[src/rtl/puf_challenge_sequencer.sv]
// Sequences one RO-PUF run: seeds and steps the challenge LFSR, times each ring-oscillator
// evaluation window and shifts the captured comparator bits into an N_CHAL-bit response.
module puf_challenge_sequencer #(
  parameter int N_CHAL      = 4,
  parameter int EVAL_CYCLES = 1024
) (
  input  logic              clk,
  input  logic              reset,
  input  logic              start,
  input  logic              abort,
  input  logic [3:0]        seed,
  output logic [3:0]        lfsr_seed,
  output logic              lfsr_load,
  output logic              lfsr_en,
  input  logic [3:0]        lfsr_q,
  output logic [3:0]        chal,
  output logic              cnt_clr,
  output logic              ro_en,
  input  logic              cmp_bit,
  output logic              busy,
  output logic [N_CHAL-1:0] resp,
  output logic              resp_valid
);

  localparam int TIMER_W = $clog2(EVAL_CYCLES);
  localparam int IDX_W   = $clog2(N_CHAL);

  typedef enum logic [2:0] {
    S_IDLE,
    S_SEED,
    S_SETTLE,
    S_EVAL,
    S_CAPTURE,
    S_STEP,
    S_DONE
  } state_t;

  state_t             state;
  logic [TIMER_W-1:0] timer;
  logic [IDX_W-1:0]   idx;
  logic [N_CHAL-1:0]  sr;

  // Every strobe is a flop set on the edge that enters its state, so each one is high for
  // exactly the duration of that state and nothing combinational reaches an output pin.
  always_ff @(posedge clk or posedge reset) begin
    if (reset) begin
      state      <= S_IDLE;
      timer      <= '0;
      idx        <= '0;
      sr         <= '0;
      lfsr_seed  <= '0;
      lfsr_load  <= 1'b0;
      lfsr_en    <= 1'b0;
      chal       <= '0;
      cnt_clr    <= 1'b0;
      ro_en      <= 1'b0;
      busy       <= 1'b0;
      resp       <= '0;
      resp_valid <= 1'b0;
    end else begin
      // NOTE: non-blocking assignments throughout, so every branch reads the pre-edge state
      // and the one-cycle strobes below default low before a state re-asserts them.
      lfsr_load  <= 1'b0;
      lfsr_en    <= 1'b0;
      cnt_clr    <= 1'b0;
      resp_valid <= 1'b0;

      if (abort && state != S_IDLE) begin
        state <= S_IDLE;
        ro_en <= 1'b0;
        busy  <= 1'b0;
      end else begin
        case (state)
          S_IDLE: begin
            if (start) begin
              // An all-zero seed would lock the LFSR.
              lfsr_seed <= (seed == 4'h0) ? 4'h1 : seed;
              lfsr_load <= 1'b1;
              busy      <= 1'b1;
              state     <= S_SEED;
            end
          end
          S_SEED: begin
            idx     <= '0;
            cnt_clr <= 1'b1;
            state   <= S_SETTLE;
          end
          S_SETTLE: begin
            chal  <= lfsr_q;
            timer <= TIMER_W'(EVAL_CYCLES - 1);
            ro_en <= 1'b1;
            state <= S_EVAL;
          end
          S_EVAL: begin
            if (timer == '0) begin
              ro_en <= 1'b0;
              state <= S_CAPTURE;
            end else begin
              timer <= timer - 1'b1;
            end
          end
          S_CAPTURE: begin
            sr <= {sr[N_CHAL-2:0], cmp_bit};
            if (idx == IDX_W'(N_CHAL - 1)) begin
              state <= S_DONE;
            end else begin
              idx     <= idx + 1'b1;
              lfsr_en <= 1'b1;
              state   <= S_STEP;
            end
          end
          S_STEP: begin
            cnt_clr <= 1'b1;
            state   <= S_SETTLE;
          end
          S_DONE: begin
            resp       <= sr;
            resp_valid <= 1'b1;
            busy       <= 1'b0;
            state      <= S_IDLE;
          end
          default: begin
            ro_en <= 1'b0;
            busy  <= 1'b0;
            state <= S_IDLE;
          end
        endcase
      end
    end
  end

endmodule
[config.mk]
export PLATFORM = sky130hd
export DESIGN_NAME = puf_challenge_sequencer
export DESIGN_NICKNAME = d
export VERILOG_FILES = /design/src/rtl/puf_challenge_sequencer.sv
export SDC_FILE = /design/constraint.sdc
export NUM_CORES = 1
export LEC_CHECK = 0
export CORE_ASPECT_RATIO = 0.6
export CORE_MARGIN = 2
export CORE_UTILIZATION = 56
export CTS_CLUSTER_SIZE = 20
export DETAILED_ROUTE_END_ITERATION = 16
export PLACE_DENSITY = 0.84
export RECOVER_POWER = 25
export REMOVE_ABC_BUFFERS = 1
export SETUP_SLACK_MARGIN = 0.5
export SYNTH_ARGS = -nofsm -noshare
export SYNTH_HDL_FRONTEND = slang
export SYNTH_SLANG_ARGS = --single-unit
[constraint.sdc]
create_clock -name clk -period 3.2 [get_ports clk]
set_input_delay 0.48 -clock clk [delete_from_list [all_inputs] [get_ports clk]]
set_output_delay 0.48 -clock clk [all_outputs]
set_load 0.005 [all_outputs]
Word-level counts from Yosys, hierarchy flattened
Index checks and enable logic that the tools add are counted.
W data, S select, Z words.

word-level totals
  flip-flop bits (word level) = 37
  input bits = 13
  output and inout port bits = 18
  word-level logic and storage cells = 74

operators by class
  add/subtract/negate cells = 2
  equal/unequal tests = 13
  multiplexer cells = 26
  bitwise gates (word level) = 1
  reduce and logical (&&, ||, !) cells = 19

operators by type and width
  operator                 count
  $pmux W10 S2             1
  $pmux W3 S5              1
  $mux W1                  14
  $reduce_and A2 Y1        6
  $logic_not A10 Y1        1
  $mux W10                 1
  $reduce_or A5 Y1         2
  $sub A10 B1 Y10 const B  1
  $eq A3 B3 Y1 const B     3
  $mux W3                  3
  $reduce_and A3 Y1        3
  $eq A3 B2 Y1 const B     2
  $ne A3 B3 Y1 const B     2
  $logic_not A4 Y1         1
  $mux W2                  2
  $mux W4                  1
  $ne A2 B1 Y1 const B     2
  $ne A2 B2 Y1 const B     2
  $pmux W2 S2              1
  $reduce_bool A2 Y1       2
  $eq A3 B1 Y1 const B     1
  $logic_not A3 Y1         1
  $pmux W1 S3              1
  $reduce_bool A3 Y1       1
  6 further kinds          6

Depth between registers and ports, before layout
Gate-level depths: netlist (run 1).

  depth after elaboration = 4
  depth in mapped cells = 6
  depth with buffers taken out = 6

Least setup slack after synthesis (run 1)
OpenSTA, ideal clock, no wires.

  path type = input -> register
  start point = input port abort
  end point = register sr[0]
  library setup time = 0.125 ns
  arrival = 1.586 ns
  required time = 3.075 ns
  setup slack = 1.489 ns
  stages = 4
  path buffers = 1
  path through = buf_2 or3b_1 nor2_2 mux2_2

on the way
  longest elaborated chain between the ends = 3

ends and longest elaborated chain
  item                         line  source
  start, declared              10    input logic abort,
  $logic_and A1 B1 Y1          68    if (abort && state != S_IDLE) begin
  $not A1 Y1 (no line)         n/a
  $reduce_and A2 Y1 (no line)  n/a
  end signal, assigned         103   sr <= {sr[N_CHAL-2:0], cmp_bit};
  end, declared                41    logic [N_CHAL-1:0] sr;

Every way passes these cells.
A chain may end at the register's enable or synchronous reset.

Worst setup path after layout (run 1)
  start point = input port abort
  end point = register chal[0]

on the way
  longest elaborated chain between the ends = 3

ends and longest elaborated chain
  item                         line  source
  $logic_and A1 B1 Y1          68
  $not A1 Y1 (no line)         n/a
  $reduce_and A2 Y1 (no line)  n/a
  end signal, assigned         89    chal <= lfsr_q;
  end, declared                16    output logic [3:0] chal,

Every way passes these cells.

==> results of run 1 <==
## synthesized netlist by cell type, drive strengths merged, types with 2 or more instances
| master | instances |
|---|---|
| or3b | 2 |
| ha | 2 |
| dfrtp | 37 |
| buf | 5 |
| nor3b | 2 |
| nor4 | 3 |
| nand2 | 8 |
| and3 | 3 |
| nor2 | 11 |
| o31ai | 4 |
| nor4b | 2 |
| mux2i | 2 |
| o22ai | 2 |
| nor3 | 7 |
| nand4 | 3 |
| a31o | 2 |
| inv | 8 |
| nand2b | 2 |
| a211oi | 3 |
| o21ai | 10 |
| a21oi | 9 |
| mux2 | 15 |
## power groups by stage
stage               registers (W)  logic (W)  clock network, W
floorplan                0.000718   0.000222                 0
global placement         0.000734   0.000418                 0
detailed placement       0.000752   0.000434                 0
CTS                      0.000745   0.000436          0.000328
global route             0.000767   0.000477          0.000352
finish                   0.000749   0.000431          0.000324
## sequential cells by signal (all words and copies together), names as in the netlist, 2 cells and up
signal,count
chal,4
resp,4
idx,2
sr,4
lfsr_seed,4
state,3
timer,10
## layout make-up
cell class                      count  area share (%)
Sequential cell                    37            42.3
Multi-Input combinational cell    104            35.9
Timing Repair Buffer               31            14.1
Clock buffer                        7            3.95
Tap cell                           42            2.40
Inverter                            8            1.37
## layer usage
| metal | vias to the layer above | share of wire (%) | global-route usage, % |
|---|---|---|---|
| met3 | 14 | 8.2 | 5.85 |
| met4 | 0 | 2.6 | 10.9 |
| met5 | - | 0 | 0 |
| met2 | 60 | 45 | 39.5 |
| met1 | 689 | 44 | 31.6 |
| li1 | 632 | - | - |
## path summary, 6_finish.rpt
path | from | to | slack [ns] | cells past startpoint
worst max-delay path | abort | chal[0] | 1.02 | 4
worst min-delay path | chal[2] | chal[2] | 0.50 | 1
worst max register to register | timer[1] | timer[7] | 1.20 | 6
worst min register to register | chal[2] | chal[2] | 0.50 | 1
max in group asynchronous | reset | cnt_clr | 2.15 | 3
min in group asynchronous | reset | chal[2] | 0.73 | 3
## stage by stage
step,std cells,instance area (um2)
floorplan,149,1740
global placement,222,2100
detailed placement,222,2100
CTS,229,2190
global route,229,2190
finish,229,2190
## logic make-up after synthesis
group	count (synthesis)	synth area share, %
AOI/OAI and AO/OA	36	13.1
buffers and inverters	14	3.46
DFF	37	52.3
muxes	17	10.7
adders and majority gates	2	1.41
and+or+nand+nor	49	19.1
## critical path, cell delays in order
cell	delay (ns)
clkdlybuf4s50_1	0.63
or3b_1	0.58
nor2_4	0.28
mux2_1	0.37
==> impl_metrics.xml, run 1 <==
<?xml version="1.0" encoding="UTF-8"?>
<metrics>
  <group name="sta">
    <metric name="setup_slack" unit="ns">1.02</metric>
    <metric name="fin_tns_setup" unit="ns">0</metric>
    <metric name="hold_ws" unit="ns">0.497</metric>
    <metric name="clock_skew" unit="ns">0.00830</metric>
    <metric name="rsz_0062_raised_after_global_routing" unit="">no</metric>
    <metric name="setup_violations" unit="">0</metric>
    <metric name="max_slew_headroom_at_the_worst_pin" unit="%">42.0</metric>
    <metric name="maximum_operating_frequency" unit="MHz">459</metric>
    <metric name="timing_hold_violations_final" unit="">0</metric>
    <metric name="timing_max_transition_violations_final" unit="">0</metric>
    <metric name="post_layout_minimum_cycle_time" unit="ns">2.18</metric>
    <metric name="timing_worst_slew_pin_value" unit="ns">0.870</metric>
    <metric name="post-route-period-util" unit="%">68.1</metric>
  </group>
  <group name="detailed_routing">
    <metric name="detailroute.via_count" unit="">1395</metric>
    <metric name="number_of_nets_with_antenna_violations_after_routing" unit="">0</metric>
    <metric name="drt_drc_violations_left" unit="">0</metric>
    <metric name="post_drt_wl_per_cell" unit="um">16.9</metric>
    <metric name="detail_route.vias_per_cell" unit="">6.09</metric>
    <metric name="drt_pre_antenna_iters" unit="">4</metric>
    <metric name="starting_drt_drc_count" unit="">196</metric>
    <metric name="drt-total-wl" unit="um">3870</metric>
  </group>
  <group name="global_routing">
    <metric name="grt_pass1_wl" unit="um">6400</metric>
    <metric name="grt-ovfl-total" unit="">0</metric>
    <metric name="initial_antenna_violation_count" unit="">0</metric>
    <metric name="grt_pass1_vias" unit="">1279</metric>
    <metric name="grt_util_all_layers" unit="%">23.9</metric>
    <metric name="pin_count_of_the_biggest_net_entering_global_routing" unit="">38</metric>
  </group>
  <group name="floorplan">
    <metric name="area_of_the_die" unit="um2">3640</metric>
    <metric name="placement_rows" unit="">15</metric>
    <metric name="floorplan.die.width" unit="um">76.6</metric>
    <metric name="floorplan.initialDensity" unit="%">60.1</metric>
    <metric name="boundaryPins" unit="">31</metric>
    <metric name="fp.dieH" unit="um">47.6</metric>
    <metric name="coreArea" unit="um2">2950</metric>
  </group>
  <group name="worst_setup_path">
    <metric name="worst-path-max-fanout" unit="">11</metric>
    <metric name="timing_worst_setup_path_type" unit="">primary input to flop</metric>
    <metric name="worst_ep_required_time" unit="ns">3.37</metric>
    <metric name="setup.worst_path.start_class" unit="">primary input</metric>
    <metric name="worstSetupEndpointType" unit="">flop</metric>
    <metric name="cp.arrival" unit="ns">2.34</metric>
  </group>
  <group name="placed_design">
    <metric name="detailed_place_hpwl" unit="um">2790</metric>
    <metric name="io_buffer_count" unit="">30</metric>
    <metric name="globalplace.congestion" unit="">0.866</metric>
    <metric name="place_worst_setup_slack" unit="ns">0.741</metric>
  </group>
  <group name="logic_synthesis">
    <metric name="synth_warnings" unit="">0</metric>
    <metric name="number_of_flops_mapped_to_enable_cells_by_yosys" unit="">0</metric>
    <metric name="synth_top_cell_area_share" unit="%">52.3</metric>
    <metric name="synth.top_cells.by_area" unit="">dfrtp_1, mux2_2, a21oi_1</metric>
    <metric name="postSynthAreaPerCell" unit="um2">11.4</metric>
    <metric name="yosys.cell_types.count" unit="">48</metric>
    <metric name="postSynth.topFlopCell" unit="">dfrtp_1</metric>
    <metric name="ys_seq_elements" unit="">37</metric>
    <metric name="syn-cell-area" unit="um2">1770</metric>
    <metric name="synth_seq_area_share" unit="%">52.3</metric>
    <metric name="async_flop_share" unit="%">100</metric>
    <metric name="synthDominantAreaCellType" unit="">dfrtp_1</metric>
    <metric name="synth_instances" unit="">155</metric>
  </group>
  <group name="clock_network">
    <metric name="post_cts_resize_count" unit="">0</metric>
    <metric name="clk-insertion-delay-late" unit="ns">0.29</metric>
    <metric name="htreeDepth" unit="">2</metric>
    <metric name="post_cts_hold_buffer_count" unit="">0</metric>
    <metric name="post-cts-setup-buffers" unit="">0</metric>
    <metric name="clock-root-buffer" unit="">clkbuf_8</metric>
    <metric name="tritoncts" unit="">built</metric>
    <metric name="cts.sink_count" unit="">37</metric>
    <metric name="number_of_buffers_inserted_during_clock_tree_synthesis" unit="">5</metric>
    <metric name="ctsLongestPathBuffers" unit="">2</metric>
    <metric name="path_clk_slew" unit="ns">0.07</metric>
  </group>
  <group name="run_status">
    <metric name="status" unit="">completed</metric>
  </group>
  <group name="power_and_ir_drop">
    <metric name="netSwitchingFraction" unit="%">32.8</metric>
    <metric name="cellInternalPower" unit="W">0.00101</metric>
    <metric name="total_leakage_power" unit="nW">0.900</metric>
    <metric name="clockPowerShare" unit="%">21.6</metric>
    <metric name="power.ir.vdd_worst" unit="V">0.000433</metric>
    <metric name="design_power_total" unit="W">0.00150</metric>
    <metric name="power.density_cell_area" unit="nW/um2">688</metric>
    <metric name="power.net_switching" unit="W">0.000493</metric>
    <metric name="power.share.sequential" unit="%">49.8</metric>
    <metric name="power.combinational.fraction" unit="%">28.7</metric>
  </group>
  <group name="layout">
    <metric name="leading_cell_type_in_the_layout_fill_and_taps_excluded" unit="">dfrtp_1</metric>
    <metric name="antennaDiodeCount" unit="">0</metric>
    <metric name="drive_gt1_share" unit="%">16.0</metric>
    <metric name="final_core_utilization" unit="%">74.2</metric>
    <metric name="n_fill_cell" unit="">194</metric>
    <metric name="num-nets-final" unit="">202</metric>
    <metric name="ff_latch_area" unit="um2">926</metric>
    <metric name="mostFrequentLayoutCells" unit="">dfrtp_1, clkdlybuf4s50_1, mux2_2</metric>
    <metric name="multi_input_logic_area" unit="um2">785</metric>
    <metric name="syn_to_final_growth" unit="%">23.4</metric>
  </group>
  <group name="worst_hold_path">
    <metric name="hp-class" unit="">flop to flop</metric>
  </group>
  <group name="job">
    <metric name="max_capacitance_violation_total" unit="">0</metric>
  </group>
</metrics>
Note: power is estimated with default switching activity, not from simulation.
==> run 2, diff against run 1 <==
--- a/config.mk
+++ b/config.mk
@@ -7,10 +7,10 @@
 export LEC_CHECK = 0
 export CORE_ASPECT_RATIO = 0.6
 export CORE_MARGIN = 2
-export CORE_UTILIZATION = 56
+export CORE_UTILIZATION = 47
 export CTS_CLUSTER_SIZE = 20
 export DETAILED_ROUTE_END_ITERATION = 16
-export PLACE_DENSITY = 0.84
+export PLACE_DENSITY = 0.75
 export RECOVER_POWER = 25
 export REMOVE_ABC_BUFFERS = 1
 export SETUP_SLACK_MARGIN = 0.5
==> constraint.sdc (replaced) <==
create_clock -name clk -period 1.88 [get_ports clk]
set_input_delay 0.282 -clock clk [delete_from_list [all_inputs] [get_ports clk]]
set_output_delay 0.282 -clock clk [all_outputs]
set_load 0.005 [all_outputs]
==> impl_metrics.xml, run 2 (synthesized netlist as in run 1, its figures left out) <==
<?xml version="1.0" encoding="UTF-8"?>
<metrics>
  <group name="clock_network">
    <metric name="cts.sink_count" unit="">37</metric>
    <metric name="number_of_buffers_inserted_during_clock_tree_synthesis" unit="">5</metric>
    <metric name="htreeDepth" unit="">2</metric>
    <metric name="path_clk_slew" unit="ns">0.07</metric>
    <metric name="ctsLongestPathBuffers" unit="">2</metric>
    <metric name="tritoncts" unit="">built</metric>
    <metric name="post_cts_hold_buffer_count" unit="">0</metric>
    <metric name="clock-root-buffer" unit="">clkbuf_8</metric>
    <metric name="clk-insertion-delay-late" unit="ns">0.30</metric>
  </group>
  <group name="worst_setup_path">
    <metric name="crit_path_top_delay_cell" unit="">dfrtp_2</metric>
    <metric name="setup.worst_path.start_class" unit="">flop</metric>
    <metric name="critical_path.max_stage_delay" unit="ns">0.45</metric>
    <metric name="family_with_the_most_delay_on_the_worst_path" unit="">simple AND/OR/NAND/NOR gates</metric>
    <metric name="timing_worst_setup_path_type" unit="">flop to flop</metric>
    <metric name="critPathBufInv" unit="">0</metric>
    <metric name="worst-path-max-fanout" unit="">5</metric>
    <metric name="cp.arrival" unit="ns">1.97</metric>
    <metric name="critical_path.cell_chain" unit="">or3b_4 &gt; nor4_1 &gt; and3_4 &gt; o22ai_2</metric>
    <metric name="worst_ep_required_time" unit="ns">2.07</metric>
    <metric name="worstSetupEndpointType" unit="">flop</metric>
  </group>
  <group name="detailed_routing">
    <metric name="number_of_nets_with_antenna_violations_after_routing" unit="">0</metric>
    <metric name="drt_drc_violations_left" unit="">0</metric>
    <metric name="drt_pre_antenna_iters" unit="">4</metric>
    <metric name="post_drt_wl_per_cell" unit="um">19.0</metric>
    <metric name="detailroute.via_count" unit="">1662</metric>
    <metric name="drt-total-wl" unit="um">5350</metric>
    <metric name="detail_route.vias_per_cell" unit="">5.91</metric>
    <metric name="starting_drt_drc_count" unit="">103</metric>
  </group>
  <group name="run_status">
    <metric name="status" unit="">completed</metric>
  </group>
  <group name="worst_hold_path">
    <metric name="hp-class" unit="">primary input to flop</metric>
  </group>
  <group name="layout">
    <metric name="largest_register_ffs" unit="">10</metric>
    <metric name="final_core_utilization" unit="%">74.9</metric>
    <metric name="registers.top_by_ff_count" unit="">timer</metric>
    <metric name="ff_latch_area" unit="um2">930</metric>
    <metric name="n_fill_cell" unit="">222</metric>
    <metric name="drive_gt1_share" unit="%">44.9</metric>
    <metric name="leading_cell_type_in_the_layout_fill_and_taps_excluded" unit="">buf_4</metric>
    <metric name="syn_to_final_growth" unit="%">53.8</metric>
    <metric name="antennaDiodeCount" unit="">0</metric>
    <metric name="num-nets-final" unit="">248</metric>
    <metric name="mostFrequentLayoutCells" unit="">buf_4, dfrtp_1, dlygate4sd2_1</metric>
    <metric name="multi_input_logic_area" unit="um2">956</metric>
  </group>
  <group name="power_and_ir_drop">
    <metric name="power.density_cell_area" unit="nW/um2">1120</metric>
    <metric name="total_leakage_power" unit="nW">1.25</metric>
    <metric name="design_power_total" unit="W">0.00305</metric>
    <metric name="power.ir.vdd_worst" unit="V">0.000858</metric>
  </group>
  <group name="floorplan">
    <metric name="fp.dieH" unit="um">51.6</metric>
    <metric name="floorplan.initialDensity" unit="%">48.7</metric>
    <metric name="floorplan.die.width" unit="um">83.3</metric>
    <metric name="coreArea" unit="um2">3640</metric>
    <metric name="placement_rows" unit="">17</metric>
    <metric name="boundaryPins" unit="">31</metric>
    <metric name="area_of_the_die" unit="um2">4290</metric>
  </group>
  <group name="sta">
    <metric name="post-route-period-util" unit="%">95.0</metric>
    <metric name="maximum_operating_frequency" unit="MHz">560</metric>
    <metric name="setup_violations" unit="">0</metric>
    <metric name="clock_skew" unit="ns">0.00722</metric>
    <metric name="timing_max_transition_violations_final" unit="">0</metric>
    <metric name="rsz_0062_raised_after_global_routing" unit="">yes</metric>
    <metric name="post_layout_minimum_cycle_time" unit="ns">1.79</metric>
    <metric name="timing_worst_slew_pin_value" unit="ns">0.891</metric>
    <metric name="max_slew_headroom_at_the_worst_pin" unit="%">40.6</metric>
    <metric name="timing_hold_violations_final" unit="">0</metric>
  </group>
  <group name="placed_design">
    <metric name="io_buffer_count" unit="">30</metric>
    <metric name="detailed_place_hpwl" unit="um">2720</metric>
    <metric name="globalplace.congestion" unit="">0.887</metric>
  </group>
  <group name="global_routing">
    <metric name="grt-ovfl-total" unit="">0</metric>
    <metric name="grt_pass1_vias" unit="">1479</metric>
    <metric name="grt_pass1_wl" unit="um">7400</metric>
    <metric name="grt_util_all_layers" unit="%">23.0</metric>
    <metric name="pin_count_of_the_biggest_net_entering_global_routing" unit="">38</metric>
    <metric name="initial_antenna_violation_count" unit="">0</metric>
  </group>
  <group name="job">
    <metric name="max_capacitance_violation_total" unit="">0</metric>
  </group>
</metrics>
==> run 2: changes by cell type in the layout (fill, tap and decap cells not counted), sizes merged <==
| cell | change |
|---|---|
| clkinv | +2 |
| clkdlybuf4s50 | -19 |
| dlygate4sd2 | +19 |
| inv | -1 |
| clkbuf | -1 |
| buf | +45 |
| clkinvlp | +2 |
==> run 2: final timing paths <==
check                      startpoint        to  slack (ns)  cells past startpoint
setup / recovery             state[2]  timer[3]        0.09                      4
setup reg to reg             state[2]  timer[3]        0.09                      4
hold / removal                  abort  state[1]        0.47                      2
min in group asynchronous       reset   chal[0]        0.68                      3
hold reg to reg               resp[1]   resp[1]        0.50                      1
max in group asynchronous       reset  state[2]        0.57                      3
==> run 2: final cells by class <==
cell class	instances	area share, %
Multi-Input combinational cell	104	35.1
Sequential cell	37	34.1
Timing Repair Buffer	77	24.2
Clock buffer	5	2.53
Tap cell	47	2.16
Inverter	8	1.24
Clock inverter	3	0.643
==> run 2: stage by stage <==
stage               TNS (ns)  instance area (um2)  instances  setup slack [ns]  hold WS, ns
finish                     0                 2730        281            0.0942        0.467
global route         -0.0132                 2730        281           -0.0132        0.464
CTS                        0                 2560        272             0.198        0.409
detailed placement    -0.474                 2210        241           -0.0793        0.475
global placement     -0.0619                 2210        241           -0.0158        0.470
floorplan                  0                 1740        149             0.179        0.356
==> run 2: metal layers <==
layer  routed length (um)  part of all wire (%)  track usage [%]  vias to the layer above
li1                     -                     -                -                      727
met1                 2210                    41             29.0                      809
met2                 2480                    46             37.8                       93
met3                  371                   6.9             5.40                       33
met4                  286                   5.3             12.3                        0
met5                    0                     0                0                        -
==> run 2: where the power goes <==
group	switching, W	internal (W)	total (W)
Clock	0.000286	0.000255	0.000542
Sequential	0.000212	0.00100	0.00121
Combinational	0.000567	0.000734	0.00130
==> run 2: what timing repair did <==
action / in CTS / in global routing
hold endpoints to repair: 0 / 0
resized for setup: 52 / 27
setup endpoints to repair: 49 / 32
buffers inserted: 23 / 9
pin swaps: 16 / 9
cloned: 0 / 0
==> run 2: worst register-to-register path, cell delays in order, from the launching register on <==
cell,delay [ns]
dfrtp_2,0.45
or3b_4,0.43
nor4_1,0.45
and3_4,0.27
o22ai_2,0.07
==> run 3, diff against run 2 <==
--- a/config.mk
+++ b/config.mk
@@ -7,10 +7,10 @@
 export LEC_CHECK = 0
 export CORE_ASPECT_RATIO = 0.6
 export CORE_MARGIN = 2
-export CORE_UTILIZATION = 47
-export CTS_CLUSTER_SIZE = 20
+export CORE_UTILIZATION = 41
+export CTS_CLUSTER_SIZE = 8
 export DETAILED_ROUTE_END_ITERATION = 16
-export PLACE_DENSITY = 0.75
+export PLACE_DENSITY = 0.67
 export RECOVER_POWER = 25
 export REMOVE_ABC_BUFFERS = 1
 export SETUP_SLACK_MARGIN = 0.5
==> impl_metrics.xml, run 3 (synthesized netlist as in run 1, its figures left out) <==
<?xml version="1.0" encoding="UTF-8"?>
<metrics>
  <group name="worst_setup_path">
    <metric name="crit_path_top_delay_cell" unit="">or4b_4</metric>
    <metric name="cp.arrival" unit="ns">1.88</metric>
    <metric name="critical_path.cell_chain" unit="">inv_2 &gt; ha_4 &gt; or4b_4 &gt; a211oi_2 &gt; mux2i_1 &gt; a21oi_1</metric>
    <metric name="worstSetupEndpointType" unit="">flop</metric>
    <metric name="critical_path.max_stage_delay" unit="ns">0.48</metric>
    <metric name="timing_worst_setup_path_type" unit="">flop to flop</metric>
    <metric name="family_with_the_most_delay_on_the_worst_path" unit="">simple AND/OR/NAND/NOR gates</metric>
    <metric name="setup.worst_path.start_class" unit="">flop</metric>
    <metric name="worst_ep_required_time" unit="ns">2.05</metric>
    <metric name="critPathBufInv" unit="">1</metric>
    <metric name="worst-path-max-fanout" unit="">3</metric>
  </group>
  <group name="clock_network">
    <metric name="tritoncts" unit="">built</metric>
    <metric name="path_clk_slew" unit="ns">0.07</metric>
    <metric name="clk-insertion-delay-late" unit="ns">0.29</metric>
    <metric name="ctsLongestPathBuffers" unit="">2</metric>
    <metric name="cts.sink_count" unit="">37</metric>
    <metric name="number_of_buffers_inserted_during_clock_tree_synthesis" unit="">5</metric>
    <metric name="htreeDepth" unit="">2</metric>
    <metric name="clock-root-buffer" unit="">clkbuf_8</metric>
  </group>
  <group name="global_routing">
    <metric name="grt-ovfl-total" unit="">0</metric>
    <metric name="pin_count_of_the_biggest_net_entering_global_routing" unit="">38</metric>
    <metric name="grt_util_all_layers" unit="%">19.4</metric>
    <metric name="grt_pass1_wl" unit="um">6980</metric>
    <metric name="grt_pass1_vias" unit="">1464</metric>
    <metric name="initial_antenna_violation_count" unit="">0</metric>
  </group>
  <group name="sta">
    <metric name="timing_hold_violations_final" unit="">0</metric>
    <metric name="max_slew_headroom_at_the_worst_pin" unit="%">39.1</metric>
    <metric name="fin_tns_setup" unit="ns">0</metric>
    <metric name="post_layout_minimum_cycle_time" unit="ns">1.71</metric>
    <metric name="clock_skew" unit="ns">0.00647</metric>
    <metric name="timing_max_transition_violations_final" unit="">0</metric>
    <metric name="setup_violations" unit="">0</metric>
    <metric name="maximum_operating_frequency" unit="MHz">585</metric>
    <metric name="rsz_0062_raised_after_global_routing" unit="">yes</metric>
    <metric name="post-route-period-util" unit="%">91.0</metric>
    <metric name="timing_worst_slew_pin_value" unit="ns">0.914</metric>
  </group>
  <group name="layout">
    <metric name="drive_gt1_share" unit="%">43.9</metric>
    <metric name="layout.cells.non_filler" unit="">290</metric>
    <metric name="registers.top_by_ff_count" unit="">timer</metric>
    <metric name="antennaDiodeCount" unit="">0</metric>
    <metric name="num-nets-final" unit="">244</metric>
    <metric name="syn_to_final_growth" unit="%">53.2</metric>
    <metric name="mostFrequentLayoutCells" unit="">dfrtp_1, buf_4, dlygate4sd2_1</metric>
    <metric name="leading_cell_type_in_the_layout_fill_and_taps_excluded" unit="">dfrtp_1</metric>
    <metric name="largest_register_ffs" unit="">10</metric>
  </group>
  <group name="worst_hold_path">
    <metric name="hp-class" unit="">flop to flop</metric>
  </group>
  <group name="floorplan">
    <metric name="boundaryPins" unit="">31</metric>
    <metric name="floorplan.die.width" unit="um">88.9</metric>
    <metric name="floorplan.initialDensity" unit="%">43.0</metric>
    <metric name="fp.dieH" unit="um">54.9</metric>
    <metric name="coreArea" unit="um2">4120</metric>
    <metric name="placement_rows" unit="">18</metric>
    <metric name="area_of_the_die" unit="um2">4880</metric>
  </group>
  <group name="placed_design">
    <metric name="globalplace.congestion" unit="">0.828</metric>
    <metric name="detailed_place_hpwl" unit="um">2760</metric>
    <metric name="io_buffer_count" unit="">30</metric>
    <metric name="dpl.cell_count" unit="">255</metric>
  </group>
  <group name="power_and_ir_drop">
    <metric name="total_leakage_power" unit="nW">1.25</metric>
    <metric name="power.density_cell_area" unit="nW/um2">1060</metric>
    <metric name="design_power_total" unit="W">0.00288</metric>
    <metric name="power.ir.vdd_worst" unit="V">0.000408</metric>
  </group>
  <group name="detailed_routing">
    <metric name="number_of_nets_with_antenna_violations_after_routing" unit="">0</metric>
    <metric name="drt-total-wl" unit="um">4500</metric>
    <metric name="starting_drt_drc_count" unit="">70</metric>
    <metric name="detail_route.vias_per_cell" unit="">5.18</metric>
    <metric name="drt_pre_antenna_iters" unit="">4</metric>
    <metric name="detailroute.via_count" unit="">1502</metric>
    <metric name="drt_drc_violations_left" unit="">0</metric>
    <metric name="post_drt_wl_per_cell" unit="um">15.5</metric>
  </group>
  <group name="run_status">
    <metric name="status" unit="">completed</metric>
  </group>
  <group name="job">
    <metric name="max_capacitance_violation_total" unit="">0</metric>
  </group>
</metrics>
-- run 3: cell count changes in the layout (fill, tap and decap cells not counted), sizes merged --
cell,change
buf,-4
clkbuf,+1
clkinvlp,-2
inv,+1
-- run 3: layer usage --
layer | vias to the layer above | wire [um] | track usage, %
met2 | 44 | 2090 | 31.1
met5 | - | 0 | 0
met4 | 0 | 34 | 5.81
met3 | 2 | 235 | 4.90
met1 | 740 | 2130 | 26.3
li1 | 716 | - | -
-- run 3: where the power goes --
part	internal [W]	switching [W]	total, W
registers	0.00100	0.000216	0.00122
logic	0.000651	0.000481	0.00113
clock network	0.000257	0.000277	0.000533
-- run 3: metrics by stage --
stage | hold WS [ns] | setup slack, ns | area, um2 | utilization, %
global route | 0.517 | 0.135 | 2710 | 65.8
floorplan | 0.356 | 0.179 | 1740 | -
detailed placement | 0.475 | -0.0621 | 2240 | 54.3
CTS | 0.420 | 0.203 | 2600 | 63.1
global placement | 0.466 | 0.00280 | 2240 | 54.3
finish | 0.505 | 0.169 | 2710 | 65.8
-- run 3: cell type report --
| type | instances | area (um2) |
|---|---|---|
| Fill cell | 308 | 1410 |
| Tap cell | 60 | 75.1 |
| Clock inverter | 2 | 10.0 |
| Inverter | 8 | 37.5 |
| Timing Repair Buffer | 73 | 638 |
| Sequential cell | 37 | 930 |
| Multi-Input combinational cell | 104 | 951 |
| Clock buffer | 6 | 72.6 |
-- run 3: timing repair --
item / 4_1_cts / 5_1_grt
setup buffers: 22 / 5
pin swaps: 14 / 8
hold buffers: 0 / 0
setup endpoints to repair: 49 / 33
resized for setup: 64 / 20
-- run 3: worst paths after layout --
kind / start / end / slack (ns) / cells past startpoint
setup / recovery: timer[1] / timer[6] / 0.17 / 6
hold / removal: chal[3] / chal[3] / 0.51 / 1
setup reg to reg: timer[1] / timer[6] / 0.17 / 6
hold reg to reg: chal[3] / chal[3] / 0.51 / 1
max in group asynchronous: reset / timer[5] / 0.54 / 3
min in group asynchronous: reset / sr[1] / 0.71 / 3
